===== src/rtl/router_pkt_src.sv =====
// Router packet source: buffers a payload, then sends header, payload and parity.
// Optional PARITY_CORRUPT_EN adds a corrupt input that flips parity bit 0.
module router_pkt_src #(
    parameter int GAP_CYCLES = 2,
    parameter int MAX_DEST   = 2
) (
    input  logic       clk,
    input  logic       reset,
    input  logic       start,
    input  logic [1:0] dest,
    input  logic [5:0] len,
`ifdef PARITY_CORRUPT_EN
    input  logic       corrupt,
`endif
    output logic       req_ready,
    output logic       req_err,
    input  logic [7:0] pl_data,
    input  logic       pl_valid,
    output logic       pl_ready,
    input  logic       busy,
    output logic       pkt_valid,
    output logic [7:0] data_out,
    output logic       done
);

    typedef enum logic [2:0] {
        S_IDLE,
        S_LOAD,
        S_HEADER,
        S_PAYLOAD,
        S_PARITY,
        S_GAP
    } state_t;

    localparam logic [1:0] MAX_D    = MAX_DEST[1:0];
    localparam logic [3:0] GAP_LAST = 4'(GAP_CYCLES - 1);

    state_t      state_q;
    state_t      state_d;
    logic [1:0]  dest_q;
    logic [5:0]  len_q;
    logic [5:0]  cnt_q;
    logic [7:0]  par_q;
    logic [3:0]  gcnt_q;
    logic [7:0]  buffer [0:62];
    logic [7:0]  hdr;
    logic [7:0]  par_out;
    logic        cnt_last;
    logic        req_ok;
    logic        accept;
    logic        reject;
    logic        load_we;
`ifdef PARITY_CORRUPT_EN
    logic        corrupt_q;
`endif

    assign hdr      = {len_q, dest_q};
    assign cnt_last = (cnt_q == len_q - 6'd1);
    assign req_ok   = (len != 6'd0) && (dest <= MAX_D);

`ifdef PARITY_CORRUPT_EN
    assign par_out = par_q ^ {7'd0, corrupt_q};
`else
    assign par_out = par_q;
`endif

    always_ff @(posedge clk) begin
        if (reset) begin
            state_q <= S_IDLE;
        end else begin
            state_q <= state_d;
        end
    end

    always_comb begin
        state_d   = state_q;
        req_ready = 1'b0;
        pl_ready  = 1'b0;
        pkt_valid = 1'b0;
        data_out  = 8'd0;
        accept    = 1'b0;
        reject    = 1'b0;
        load_we   = 1'b0;
        unique case (state_q)
            S_IDLE: begin
                req_ready = 1'b1;
                if (start) begin
                    if (req_ok) begin
                        accept  = 1'b1;
                        state_d = S_LOAD;
                    end else begin
                        reject = 1'b1;
                    end
                end
            end
            S_LOAD: begin
                pl_ready = 1'b1;
                if (pl_valid) begin
                    load_we = 1'b1;
                    if (cnt_last) state_d = S_HEADER;
                end
            end
            S_HEADER: begin
                pkt_valid = 1'b1;
                data_out  = hdr;
                if (!busy) state_d = S_PAYLOAD;
            end
            S_PAYLOAD: begin
                pkt_valid = 1'b1;
                data_out  = buffer[cnt_q];
                if (!busy && cnt_last) state_d = S_PARITY;
            end
            S_PARITY: begin
                data_out = par_out;
                if (!busy) state_d = S_GAP;
            end
            S_GAP: begin
                if (gcnt_q == GAP_LAST) state_d = S_IDLE;
            end
            default: state_d = S_IDLE;
        endcase
    end

    always_ff @(posedge clk) begin
        if (reset) begin
            dest_q    <= 2'd0;
            len_q     <= 6'd0;
            cnt_q     <= 6'd0;
            par_q     <= 8'd0;
            gcnt_q    <= 4'd0;
            req_err   <= 1'b0;
            done      <= 1'b0;
`ifdef PARITY_CORRUPT_EN
            corrupt_q <= 1'b0;
`endif
        end else begin
            req_err <= reject;
            done    <= (state_q == S_PARITY) && !busy;
            if (accept) begin
                dest_q    <= dest;
                len_q     <= len;
                cnt_q     <= 6'd0;
                par_q     <= 8'd0;
`ifdef PARITY_CORRUPT_EN
                corrupt_q <= corrupt;
`endif
            end
            // Header folds into parity with the last load; cnt rewinds for payload.
            if (load_we) begin
                par_q <= par_q ^ pl_data ^ (cnt_last ? hdr : 8'd0);
                cnt_q <= cnt_last ? 6'd0 : cnt_q + 6'd1;
            end
            if (state_q == S_PAYLOAD && !busy && !cnt_last) begin
                cnt_q <= cnt_q + 6'd1;
            end
            if (state_q == S_PARITY) begin
                gcnt_q <= 4'd0;
            end else if (state_q == S_GAP) begin
                gcnt_q <= gcnt_q + 4'd1;
            end
        end
    end

    always_ff @(posedge clk) begin
        if (load_we) buffer[cnt_q] <= pl_data;
    end

endmodule


===== config.mk =====
export PLATFORM = sky130hd
export DESIGN_NAME = router_pkt_src
export DESIGN_NICKNAME = d
export VERILOG_FILES = /design/src/rtl/router_pkt_src.sv
export SDC_FILE = /design/constraint.sdc
export NUM_CORES = 1
export LEC_CHECK = 0
export CORE_MARGIN = 4
export CORE_UTILIZATION = 60
export CTS_BUF_LIST = sky130_fd_sc_hd__clkbuf_4
export DETAILED_ROUTE_END_ITERATION = 7
export GPL_TIMING_DRIVEN = 0
export PLACE_DENSITY = 0.87
export SETUP_SLACK_MARGIN = 0.3
export SLEW_MARGIN = 20
export SYNTH_ARGS = -nofsm -noshare
export SYNTH_HDL_FRONTEND = slang
export SYNTH_SLANG_ARGS = --single-unit
export TNS_END_PERCENT = 5

===== constraint.sdc =====
create_clock -name clk -period 3.2 [get_ports clk]
set_input_delay 0.64 -clock clk [delete_from_list [all_inputs] [get_ports clk]]
set_output_delay 0.64 -clock clk [all_outputs]
set_load 0.1 [all_outputs]

==> out/qor.yml <==
status: "complete, but fails checks"
violations: "design-rule violations, negative setup slack"
wl_um: 61500
fmax_mhz: 238
area_growth_pct: 18.5
ys_warn_count: 0
drcViolationCount: 1
max_slew.worst_pin.slew_ps: 1270
path_class: "flip-flop to output pin"
dpl-instance-area_um2: 22800
io_buffers: 33
antenna_found_initial: 1
final_cell_mix: "edfxtp_1, clkbuf_4, mux4_2, nor2_1, dfxtp_1"
drive_above_1_share_pct: 38.5
final_common_cell: "edfxtp_1"
crit_path_end_kind: "output pin"
slew_headroom_pct: 15.2
wl_per_cell_um: 32.5
drtIter0Drc: 2149
netlist_instances: 1124
synth_cell_types: 62
cts_buffers: 135
synth_enable_flop_cells: 504
die_h_um: 198
htree_levels: 4
path_clk_slew_ps: 90
grt_max_degree: 56
arrival_ps: 3570
slew_violations: 0
rsz0062_at_grt: "true"
fill_cells: 1934
overflow: 0
worstSkewPairLatency_ps: 910
finalCritPeriodShare_pct: 132
crit_path_start_kind: "flip-flop"
cp.required_ps: 2560
maxCapViolCount: 0
nets: 1360
start_util_pct: 61.0
fin_setup_tns_ps: -7510
vias: 13400
synthArstFlopShare_pct: 0
utilization_pct: 72.2
synth_fp_nets: 1149
pin_count: 34
register_area_um2: 15900
rows: 69
firstDrtPassIters: 8
hp-class: "input port to flip-flop"
grt_pass1_vias: 13500
hold_violations: 0
viasPerCell: 7.07
gp_congestion: 0.929
ant_nets: 0
dieArea_um2: 39400
p_per_area_nw_per_um2: 579
multi_input_area_um2: 5930
synth_seq_area_share_pct: 73.0
critPathMaxStageDelay_ps: 450
p_leak_nw: 8.15
synth_area_um2: 21700
core_area_um2: 35700
stdcell_count: 1894
synth_seq_cells: 541
cp_slowest_cell: "clkbuf_2"
die_x_um: 198
final_cell_area_um2: 25800
dp.cells: 1626
synth_area_per_cell_um2: 19.3
period_minus_slack_ps: 4210
whs_ps: 123
fin_skew_ps: 102
grt_use_total_pct: 30.2
clock_sinks: 541
finalSetupViolCount: 8
max-vdd-ir-drop_mv: 0.345
root_buffer: "clkbuf_4"
setup_ws_ps: -1010
crit_fanout: 10
crit_chain: "buf_2 -> buf_4 -> clkbuf_2 -> nand3_4 -> o22ai_4 -> a311oi_4 -> o21ai_2 -> buf_6"
cts.path.max_buffers: 3
grt_pass1_wl_um: 86100
synth_top_flop_cell: "edfxtp_1"
cts_tree: "done"
hpwl_um: 33600
==> what timing repair did <==
item,in CTS,in global routing
hold buffers,0,0
gates resized for setup,246,59
pin swaps,11,16
gates cloned,2,1
buffers inserted,9,21
setup endpoints to repair,248,453
==> cells in the mapped netlist (10+ instances only) <==
| cell type | count | area, um2 |
|---|---|---|
| a21oi_1 | 17 | 85.1 |
| a22oi_1 | 11 | 82.6 |
| a31oi_1 | 10 | 62.6 |
| buf_1 | 12 | 45.0 |
| buf_2 | 22 | 110 |
| clkbuf_1 | 17 | 63.8 |
| dfxtp_1 | 37 | 741 |
| edfxtp_1 | 504 | 15100 |
| mux2i_1 | 34 | 340 |
| mux4_2 | 140 | 3150 |
| nand2_1 | 27 | 101 |
| nand3_1 | 16 | 80.1 |
| nor2_1 | 104 | 390 |
| o21ai_0 | 14 | 70.1 |
==> metrics by stage <==
stage               total power [mW]  worst slack, ps
floorplan                       8.32             -149
global placement                8.59            -1630
CTS                             14.7             -886
global route                    15.4            -1040
finish                          14.9            -1010
detailed placement              8.62            -1610
==> cell type report <==
| class | instances | area share, % |
|---|---|---|
| antenna | 1 | 0.00971 |
| tap | 461 | 2.24 |
| buffer | 66 | 2.50 |
| timing repair buffer | 74 | 3.44 |
| clock inverter | 47 | 1.54 |
| clock buffer | 187 | 5.45 |
| inverter | 10 | 0.146 |
| multi-input combinational | 507 | 23.0 |
| sequential | 541 | 61.7 |
==> sequential cells by signal, summed over array words and instances, names as in the netlist, named ones only <==
register / flops
buffer: 504
done: 1
par_out: 8
cnt_q: 6
state_q: 3
len_q: 6
req_err: 1
gcnt_q: 4
dest_q: 2
==> report_power, final <==
group / internal [mW] / switching [mW]
combinational: 0.380 / 0.489
clock: 3.29 / 3.00
sequential: 7.74 / 0.0184
total: 11.4 / 3.51
==> worst paths after layout <==
path,depth (start not counted),slack [ps],startpoint,endpoint
setup reg to reg,6,30,state_q[0],buffer[36][5]
hold reg to reg,2,500,gcnt_q[1],gcnt_q[1]
setup / recovery,8,-1010,flip-flop,data_out[5]
hold / removal,1,120,pl_data[1],buffer[5][1]
==> layer usage <==
metal | share of wire [%] | track usage, % | vias up
met2 | 48 | 47.4 | 1316
met1 | 33 | 39.8 | 6618
met3 | 13 | 8.10 | 304
met5 | 0 | 0 | -
met4 | 6.5 | 15.4 | 0
li1 | - | - | 5144
==> critical path: cells and delay by family (launching register included) <==
kind                   cells  cell delay, ps
buffers and inverters      4            1280
AOI/OAI and AO/OA          3             730
DFF                        1             350
and+or+nand+nor            1             310
==> cell families after synthesis <==
logic type	share of synthesized area [%]
xor gates and xnor gates	0.322
DFF	73.0
adders and majority gates	0.230
muxes	16.5
buffers and inverters	1.88
and+or+nand+nor	4.84
AOI/OAI and AO/OA	3.25
Note: power is estimated with default switching activity, not from simulation.
